<file path="config.mk">
export PLATFORM = sky130hd
export DESIGN_NAME = oqpsk_dac_feeder_flat
export DESIGN_NICKNAME = d
export VERILOG_FILES = /design/src/rtl/oqpsk_pkg.sv /design/src/rtl/oqpsk_dac_feeder_if.sv /design/src/rtl/oqpsk_spi_shifter.sv /design/src/rtl/oqpsk_dac_feeder.sv /design/src/flat_wrapper.sv
export SDC_FILE = /design/constraint.sdc
export NUM_CORES = 1
export LEC_CHECK = 0
export CAP_MARGIN = 5
export CORE_ASPECT_RATIO = 1.2
export CORE_UTILIZATION = 48
export CTS_CLUSTER_DIAMETER = 60
export CTS_CLUSTER_SIZE = 10
export DETAILED_ROUTE_END_ITERATION = 10
export PLACE_DENSITY = 0.82
export SLEW_MARGIN = 40
export SYNTH_ARGS = -nofsm -noshare
export SYNTH_HDL_FRONTEND = slang
export SYNTH_HIERARCHICAL = 1
export SYNTH_SLANG_ARGS = --single-unit
</file>
<file path="constraint.sdc">
create_clock -name CLK -period 1.86 [get_ports CLK]
set_clock_uncertainty 0.1 [all_clocks]
set_input_delay 0.186 -clock CLK [delete_from_list [all_inputs] [get_ports CLK]]
set_output_delay 0.186 -clock CLK [all_outputs]
set_load 0.01 [all_outputs]
</file>
<file path="src/rtl/oqpsk_pkg.sv">
// Shared constants, FSM state type and frame builder for the OQPSK DAC feeder.
// Ports: none (package).
// Frame: {channel, 2'b00, offset-binary sample}, 16 bits, MSB first.
package oqpsk_pkg;

  localparam int   W       = 13;
  localparam int   FRAME_W = 16;
  localparam logic CH_I    = 1'b0;
  localparam logic CH_Q    = 1'b1;
  localparam int   GAP_LEN = 2;

  typedef enum logic [2:0] {
    IDLE,
    WAIT_LAT,
    SHIFT_I,
    GAP_I,
    SHIFT_Q,
    GAP_Q
  } state_t;

  // Two's complement -> offset binary is just an MSB flip.
  function automatic logic [FRAME_W-1:0] make_frame(input logic ch, input logic [W-1:0] s);
    return {ch, 2'b00, ~s[W-1], s[W-2:0]};
  endfunction

endpackage

</file>
<file path="src/rtl/oqpsk_dac_feeder_if.sv">
// Modulator sample path plus DAC serial link of the OQPSK DAC feeder.
// master = feeder side (drives REQ_SAMPLE and the DAC lines, reads I/Q samples).
// slave  = modulator/DAC side.
interface oqpsk_dac_feeder_if;
  import oqpsk_pkg::*;

  logic         REQ_SAMPLE;
  logic [W-1:0] I_IN;
  logic [W-1:0] Q_IN;
  logic         DAC_SCLK;
  logic         DAC_CS_N;
  logic         DAC_SDO;

  modport master (
    output REQ_SAMPLE, DAC_SCLK, DAC_CS_N, DAC_SDO,
    input  I_IN, Q_IN
  );

  modport slave (
    input  REQ_SAMPLE, DAC_SCLK, DAC_CS_N, DAC_SDO,
    output I_IN, Q_IN
  );

endinterface

</file>
<file path="src/rtl/oqpsk_spi_shifter.sv">
// SPI frame shifter: loads a 16-bit word on start and shifts it out MSB first.
// Ports: CLK/RST (sync, active low), start/word load, sclk/cs_n/sdo link, done.
// Frame takes 32 cycles (2 per bit); done is high on the last frame cycle.
module oqpsk_spi_shifter
  import oqpsk_pkg::*;
(
  input  logic               CLK,
  input  logic               RST,
  input  logic               start,
  input  logic [FRAME_W-1:0] word,
  output logic               sclk,
  output logic               cs_n,
  output logic               sdo,
  output logic               done
);

  localparam int PW = $clog2(2 * FRAME_W);
  localparam logic [PW-1:0] LAST = PW'(2 * FRAME_W - 1);

  logic               active;
  logic [PW-1:0]      phase;
  logic [FRAME_W-1:0] sh;

  always_ff @(posedge CLK) begin
    if (!RST) begin
      active <= 1'b0;
      phase  <= '0;
      sh     <= '0;
    end else if (start) begin
      active <= 1'b1;
      phase  <= '0;
      sh     <= word;
    end else if (active) begin
      phase <= phase + PW'(1);
      // Advance to the next bit only after the SCLK-high half has passed.
      if (phase[0]) sh <= {sh[FRAME_W-2:0], 1'b0};
      if (phase == LAST) active <= 1'b0;
    end
  end

  assign cs_n = ~active;
  assign sclk = active & phase[0];
  assign sdo  = active & sh[FRAME_W-1];
  assign done = active && (phase == LAST);

endmodule

</file>
<file path="src/rtl/oqpsk_dac_feeder.sv">
// OQPSK DAC feeder: paces the modulator, captures I/Q, serialises I then Q frames.
// Ports: CLK/RST (sync, active low), EN, CLR_OVR, bus (sample req/in + DAC link),
//        BUSY, OVR (sticky), OVR_CNT (saturating overrun count).
module oqpsk_dac_feeder
  import oqpsk_pkg::*;
#(
  parameter int DIV = 80,
  parameter int LAT = 2
) (
  input  logic               CLK,
  input  logic               RST,
  input  logic               EN,
  input  logic               CLR_OVR,
  oqpsk_dac_feeder_if.master bus,
  output logic               BUSY,
  output logic               OVR,
  output logic [7:0]         OVR_CNT
);

  localparam int CW = (DIV > 1) ? $clog2(DIV) : 1;
  localparam int LW = $clog2(LAT + 1);
  localparam int GW = (GAP_LEN > 1) ? $clog2(GAP_LEN) : 1;

  state_t             state, nstate;
  logic [CW-1:0]      div_cnt;
  logic [LW-1:0]      lat_cnt;
  logic [GW-1:0]      gap_cnt;
  logic [W-1:0]       q_cap;
  logic               tick;
  logic               capture;
  logic               gap_last;
  logic               sh_start;
  logic               sh_done;
  logic [FRAME_W-1:0] sh_word;

  // Sample-rate divider; the request goes out regardless of FSM state.
  always_ff @(posedge CLK) begin
    if (!RST || !EN)                   div_cnt <= '0;
    else if (div_cnt == CW'(DIV - 1)) div_cnt <= '0;
    else                               div_cnt <= div_cnt + CW'(1);
  end

  assign tick           = RST && EN && (div_cnt == CW'(DIV - 1));
  assign bus.REQ_SAMPLE = tick;
  assign gap_last       = (gap_cnt == GW'(GAP_LEN - 1));

  always_ff @(posedge CLK) begin
    if (!RST) state <= IDLE;
    else      state <= nstate;
  end

  // The I sample is captured straight into the shifter on the capture edge;
  // only Q needs a holding register until its frame starts.
  always_comb begin
    nstate   = state;
    capture  = 1'b0;
    sh_start = 1'b0;
    sh_word  = make_frame(CH_I, bus.I_IN);
    case (state)
      IDLE:     if (tick) nstate = WAIT_LAT;
      WAIT_LAT: if (lat_cnt == LW'(LAT - 1)) begin
                  capture  = 1'b1;
                  sh_start = 1'b1;
                  nstate   = SHIFT_I;
                end
      SHIFT_I:  if (sh_done) nstate = GAP_I;
      GAP_I:    if (gap_last) begin
                  sh_start = 1'b1;
                  sh_word  = make_frame(CH_Q, q_cap);
                  nstate   = SHIFT_Q;
                end
      SHIFT_Q:  if (sh_done) nstate = GAP_Q;
      GAP_Q:    if (gap_last) nstate = IDLE;
      default:  nstate = IDLE;
    endcase
  end

  always_ff @(posedge CLK) begin
    if (!RST) begin
      lat_cnt <= '0;
      gap_cnt <= '0;
      q_cap   <= '0;
    end else begin
      lat_cnt <= (state == WAIT_LAT) ? lat_cnt + LW'(1) : '0;
      gap_cnt <= (state == GAP_I || state == GAP_Q) ? gap_cnt + GW'(1) : '0;
      if (capture) q_cap <= bus.Q_IN;
    end
  end

  // Overrun: a tick that finds the FSM busy. Clear has priority.
  always_ff @(posedge CLK) begin
    if (!RST || CLR_OVR) begin
      OVR     <= 1'b0;
      OVR_CNT <= '0;
    end else if (tick && state != IDLE) begin
      OVR <= 1'b1;
      if (OVR_CNT != 8'hFF) OVR_CNT <= OVR_CNT + 8'd1;
    end
  end

  assign BUSY = (state != IDLE);

  oqpsk_spi_shifter u_shifter (
    .CLK   (CLK),
    .RST   (RST),
    .start (sh_start),
    .word  (sh_word),
    .sclk  (bus.DAC_SCLK),
    .cs_n  (bus.DAC_CS_N),
    .sdo   (bus.DAC_SDO),
    .done  (sh_done)
  );

endmodule

</file>
<file path="src/flat_wrapper.sv">
// flat-port wrapper written by rule: the top's interface ports become plain ports
module oqpsk_dac_feeder_flat import oqpsk_pkg::*;
#(
  parameter int DIV = 80,
  parameter int LAT = 2
)
  (CLK, RST, EN, CLR_OVR, BUSY, OVR, OVR_CNT, bus_REQ_SAMPLE, bus_DAC_SCLK, bus_DAC_CS_N, bus_DAC_SDO, bus_I_IN, bus_Q_IN);
  oqpsk_dac_feeder_if bus_i ();
  input  logic CLK;
  input  logic RST;
  input  logic EN;
  input  logic CLR_OVR;
  output logic BUSY;
  output logic OVR;
  output logic [7:0] OVR_CNT;
  output wire logic [$bits(bus_i.REQ_SAMPLE)-1:0] bus_REQ_SAMPLE;
  output wire logic [$bits(bus_i.DAC_SCLK)-1:0] bus_DAC_SCLK;
  output wire logic [$bits(bus_i.DAC_CS_N)-1:0] bus_DAC_CS_N;
  output wire logic [$bits(bus_i.DAC_SDO)-1:0] bus_DAC_SDO;
  input wire logic [$bits(bus_i.I_IN)-1:0] bus_I_IN;
  input wire logic [$bits(bus_i.Q_IN)-1:0] bus_Q_IN;
  assign bus_REQ_SAMPLE = bus_i.REQ_SAMPLE;
  assign bus_DAC_SCLK = bus_i.DAC_SCLK;
  assign bus_DAC_CS_N = bus_i.DAC_CS_N;
  assign bus_DAC_SDO = bus_i.DAC_SDO;
  assign bus_i.I_IN = bus_I_IN;
  assign bus_i.Q_IN = bus_Q_IN;
  oqpsk_dac_feeder #(.DIV(DIV), .LAT(LAT)) u_core (.CLK(CLK), .RST(RST), .EN(EN), .CLR_OVR(CLR_OVR), .bus(bus_i), .BUSY(BUSY), .OVR(OVR), .OVR_CNT(OVR_CNT));
endmodule
</file>
* Yosys cells after proc, flatten, opt, wreduce, memory -nomap -nowiden *
Index checks and enable logic that the tools add are counted.

storage, ports and cells
  register bits after elaboration = 57
  input port bits = 30
  output and inout port bits = 14
  logic and storage cells = 75

cells by class
  $add $sub $neg = 5
  eq/ne operators = 15
  mux-type cells = 19
  bitwise logic cells = 6
  reduce and logical (&&, ||, !) cells = 20

operators by type and width
  cell                 count
  $mux 16              5
  $mux 3               6
  $pmux 3 s6           1
  $ne 2x1->1 const B   6
  $add 8x1->8 const B  1
  $ne 8x8->1 const B   1
  $reduce_and 2->1     4
  $add 7x1->7 const B  1
  $eq 7x7->1 const B   1
  $eq 3x2->1 const B   2
  $eq 3x3->1 const B   2
  $mux 1               6
  $reduce_and 6->1     1
  $add 5x1->5 const B  1
  $eq 5x5->1 const B   1
  $logic_and 1x1->1    4
  $not 1->1            4
  $reduce_bool 2->1    2
  $reduce_or 2->1      2
  $eq 3x1->1 const B   1
  $logic_not 3->1      1
  $logic_or 1x1->1     3
  $reduce_bool 3->1    1
  $add 2x1->2 const B  1
  other kinds (5)      7

* Longest topological paths before layout *
  depth after elaboration = 5
  gate-level depth with buffers = 9
  gate-level depth less buffers = 8

* Hierarchy *
The synthesis kept the hierarchy.

modules (own cells, without submodules)
  module             instances  cells an instance  area each (sq um)  seq. area each (sq um)
  oqpsk_dac_feeder   1          200                1725.4             700.7
  oqpsk_spi_shifter  1          100                963.4              440.4

* Least setup slack after synthesis *
Ideal clock, no wire load.

  path type = reg2reg
  start point = reg u_core.u_shifter.phase[0]
  end point = reg u_core.state[0]
  setup time = 0.061 ns
  arrival time = 1.733 ns
  data required time = 1.699 ns
  setup slack = -0.034 ns
  stages on the path, launching flop included = 9
  path buffers = 0
  period minus slack after synthesis = 1.894 ns
  path through = dfxtp_1 -> ha_1 -> and3_1 -> ha_1 -> and2_2 -> mux2i_1 -> a22o_1 -> a2111oi_0 -> a32o_1

on the way
  cells in the longest elaborated chain, start to end = 4
  elaborated cells between the ends (all ways) = 5
  those cells by class = eq/ne: 3; reduce/logical: 2

RTL lines
  what                            line                     text
  start: declaration              oqpsk_spi_shifter.sv:21  logic [PW-1:0] phase;
  start signal: assignment        oqpsk_spi_shifter.sv:34  phase <= phase + PW'(1);
  $eq 5x5->1 (*)                  oqpsk_spi_shifter.sv:44  assign done = active && (phase == LAST);
  $logic_and 1x1->1 (*)           oqpsk_spi_shifter.sv:44
  via u_core.sh_done              oqpsk_dac_feeder.sv:33   logic sh_done;
  $ne 2x1->1 (no line)            n/a
  $reduce_and 6->1 (no line) (*)  n/a
  end signal: assignment          oqpsk_dac_feeder.sv:49   else state <= nstate;
  end: declaration                oqpsk_dac_feeder.sv:24   state_t state, nstate;

Mark *: on every way through the listed nets, which the timed path passes. The rest lies on a longest branch.
A chain may end at the register's enable or synchronous reset.

* Worst setup path in the final report *
Same ends and word-level chain as after synthesis.

==> metrics.cfg <==
[die]
io_pins = 44
die_w_um = 70.3
rows = 29
die_area_um2 = 5910
start_util_pct = 50.4
core_region_area_um2 = 5330
die_height_um = 84.0

[logic_synthesis]
yosys_warnings = 6
synth_top_cells_by_count = 57 x dfxtp_1, 43 x nand2_1, 33 x a21oi_1
synth_edf_count = 0
synthTopCellsByArea = dfxtp_1 42%, mux2i_1 7.1%, a21oi_1 6.1%
ys_seq_area_share_pct = 42.4
synth_top_area_cell = dfxtp_1
synth-seq-cells = 57
synth_most_common_cell = dfxtp_1
synth_top_cell_area_share_pct = 42.4
synthCells = 300
synthArstFlopShare_pct = 0
synth_cell_types = 49
syn_area_per_cell_um2 = 8.96
synthFlopType = dfxtp_1
syn_area_um2 = 2690

[final_layout]
fill_cells = 409
final_layout_size_suffix_gt1_share_pct = 18.5
stdcell_count = 425
seq_area_um2 = 1140
n_antenna_cell = 0
areaGrowthSynthToFinish_pct = 30.6
multi_input_area_um2 = 1450
nNetsFinal = 393

[sta]
min_period_ns = 1.84
setup_slack_ns = 0.0166
drv_slew = 0
max_freq_ghz = 0.542
finalCritPeriodShare_pct = 99.1
setup_viol = 0
finalHoldViolCount = 0

[grt]
grt_pass1_wl_um = 9180
grt_pass1_vias = 2148
grt_max_degree = 34
met3_usage_pct = 6.52
overflow = 0
busiest_layer = met2
met1_usage_pct = 21.6
antenna_found_initial = 0
use_met2_pct = 33.8
grt_usage_pct = 19.8

[clocking]
cts_tree = done
clock_latency_ns = 0.34
clock_sink_count = 57
hold_buffers = 0
cts_htree_levels = 3
cts_buffer_depth = 2
root_buffer = clkbuf_8
clkTransAtPathRegs_ns = 0.07
numCtsBuffers = 9

[setup_path]
crit_fanout = 3
startpoint_type = flop
worst-setup-path-type = reg2reg
worstPathArrival_ns = 1.97
cp-end-kind = flop
required_ns = 1.98

[place]
dpl.cell_count = 407
dpl.hpwl_um = 3720
gp_congestion = 0.776
io_buffer_count = 43
dpl_worst_slack_ns = -0.0804

[drt]
via_per_inst = 5.33
routed_wl_um = 5420
vias = 2265
drt_iter0_markers = 84
route.detailed.drc = 0
postRouteAntennaNets = 0
firstDrtPassIters = 4
routedWlPerCell_um = 12.8

[status]
status = complete, no violations

[power_and_ir_drop]
peakVddDrop_mv = 0.686
p_leak_nw = 1.47
power.density_nw_per_um2 = 738

[worst_hold_path]
hold_class = in2reg

[run]
maxCapViolations = 0

==> critical path: stages (launching register included) <==
cell and delay (ns):
dfxtp_2 0.36, ha_4 0.14, and3_4 0.18, ha_4 0.13
and2_4 0.15, mux2i_1 0.06, a22o_1 0.24, buf_4 0.14
a32o_1 0.24
==> sequential cells by signal, summed over array words and instances, names as in the netlist, 2 cells and up <==
signal	cells
u_core/u_shifter/sh	16
u_core/state	3
u_core/u_shifter/phase	5
u_core/lat_cnt	2
u_core/div_cnt	7
u_core/q_cap	13
u_core/OVR_CNT	8
==> layout by cell type, fill, tap and decap left out, types with 2 or more instances in the layout <==
cell type         n
nand4b_1          3
ha_1              2
and2_2            2
dfxtp_2           3
inv_1            10
or3_1             2
nor4_1            2
ha_4              2
nor2_1           19
dfxtp_1          54
nand3_1           4
clkinv_2          2
a21oi_1          33
mux2i_1          19
o21ai_0          21
bufinv_16         2
mux2_2           12
clkdlybuf4s50_1  40
xor2_1            3
clkbuf_8          9
xnor2_1           5
and3_1            5
clkinv_4          2
nand2_1          43
buf_4            17
and2_1            3
conb_1            2
o211ai_1          2
nand4_1           4
or4_1             2
==> cells by family (layout without fill, tap and decap cells) <==
family	count (synthesis)	in the layout	synth area share, %
multiplexers	31	31	12.1
other	1	2	0.139
AND/OR/NAND/NOR	106	106	20.9
AO/OA/AOI/OAI	66	66	13.6
buffers and inverters	26	88	5.86
flip-flops	57	57	42.4
XOR/XNOR	8	8	2.61
adder cells (fa/ha/maj)	5	5	2.33
==> layer usage <==
layer  share of wire (%)  up-vias  routed length (µm)
met4                 2.2        0                 120
met5                   0        -                   0
met3                 3.3       10                 178
met2                  52       49                2830
met1                  42     1044                2290
li1                    -     1162                   -
==> what timing repair did <==
item | 4_1_cts | 5_1_grt
setup endpoints to repair | 3 | 6
resized for setup | 6 | 14
pin swaps | 4 | 2
buffers inserted | 1 | 1
==> worst paths after layout <==
kind / startpoint / to / slack [ns] / depth (start not counted)
min reg2reg: u_core/lat_cnt[0] / u_core/lat_cnt[0] / 0.32 / 1
max: u_core/u_shifter/phase[0] / u_core/state[0] / 0.02 / 8
max reg2reg: u_core/u_shifter/phase[0] / u_core/state[0] / 0.02 / 8
min: bus_Q_IN[9] / u_core/q_cap[9] / 0.29 / 3
==> report_power, final <==
group	internal (mW)	total (mW)	switching, mW	leakage, nW
Sequential	1.22	1.22	0.00156	0.461
Clock	0.752	1.25	0.495	0.109
Combinational	0.0784	0.121	0.0426	0.902
Total	2.05	2.59	0.539	1.47
==> through the flow <==
stage	hold slack [ns]	power (mW)	util, %	cell area [µm²]	TNS [ns]
after floorplan	0.222	1.29	-	2700	0
after global placement	0.305	1.37	60.5	3230	-0.0592
after detailed placement	0.314	1.37	60.5	3230	-0.175
after CTS	0.275	2.62	64.9	3460	0
after global routing	0.283	2.69	65.8	3510	-0.0118
final	0.290	2.59	65.8	3510	0
==> area by class of cell <==
| type | instances | share of cell area (%) |
|---|---|---|
| inverter | 10 | 1.07 |
| clock buffer | 9 | 3.53 |
| tap | 62 | 2.21 |
| clock inverter | 7 | 2.71 |
| timing repair buffer | 62 | 16.7 |
| multi-input combinational | 218 | 41.2 |
| sequential | 57 | 32.6 |
(Power assumes the default switching activity.)
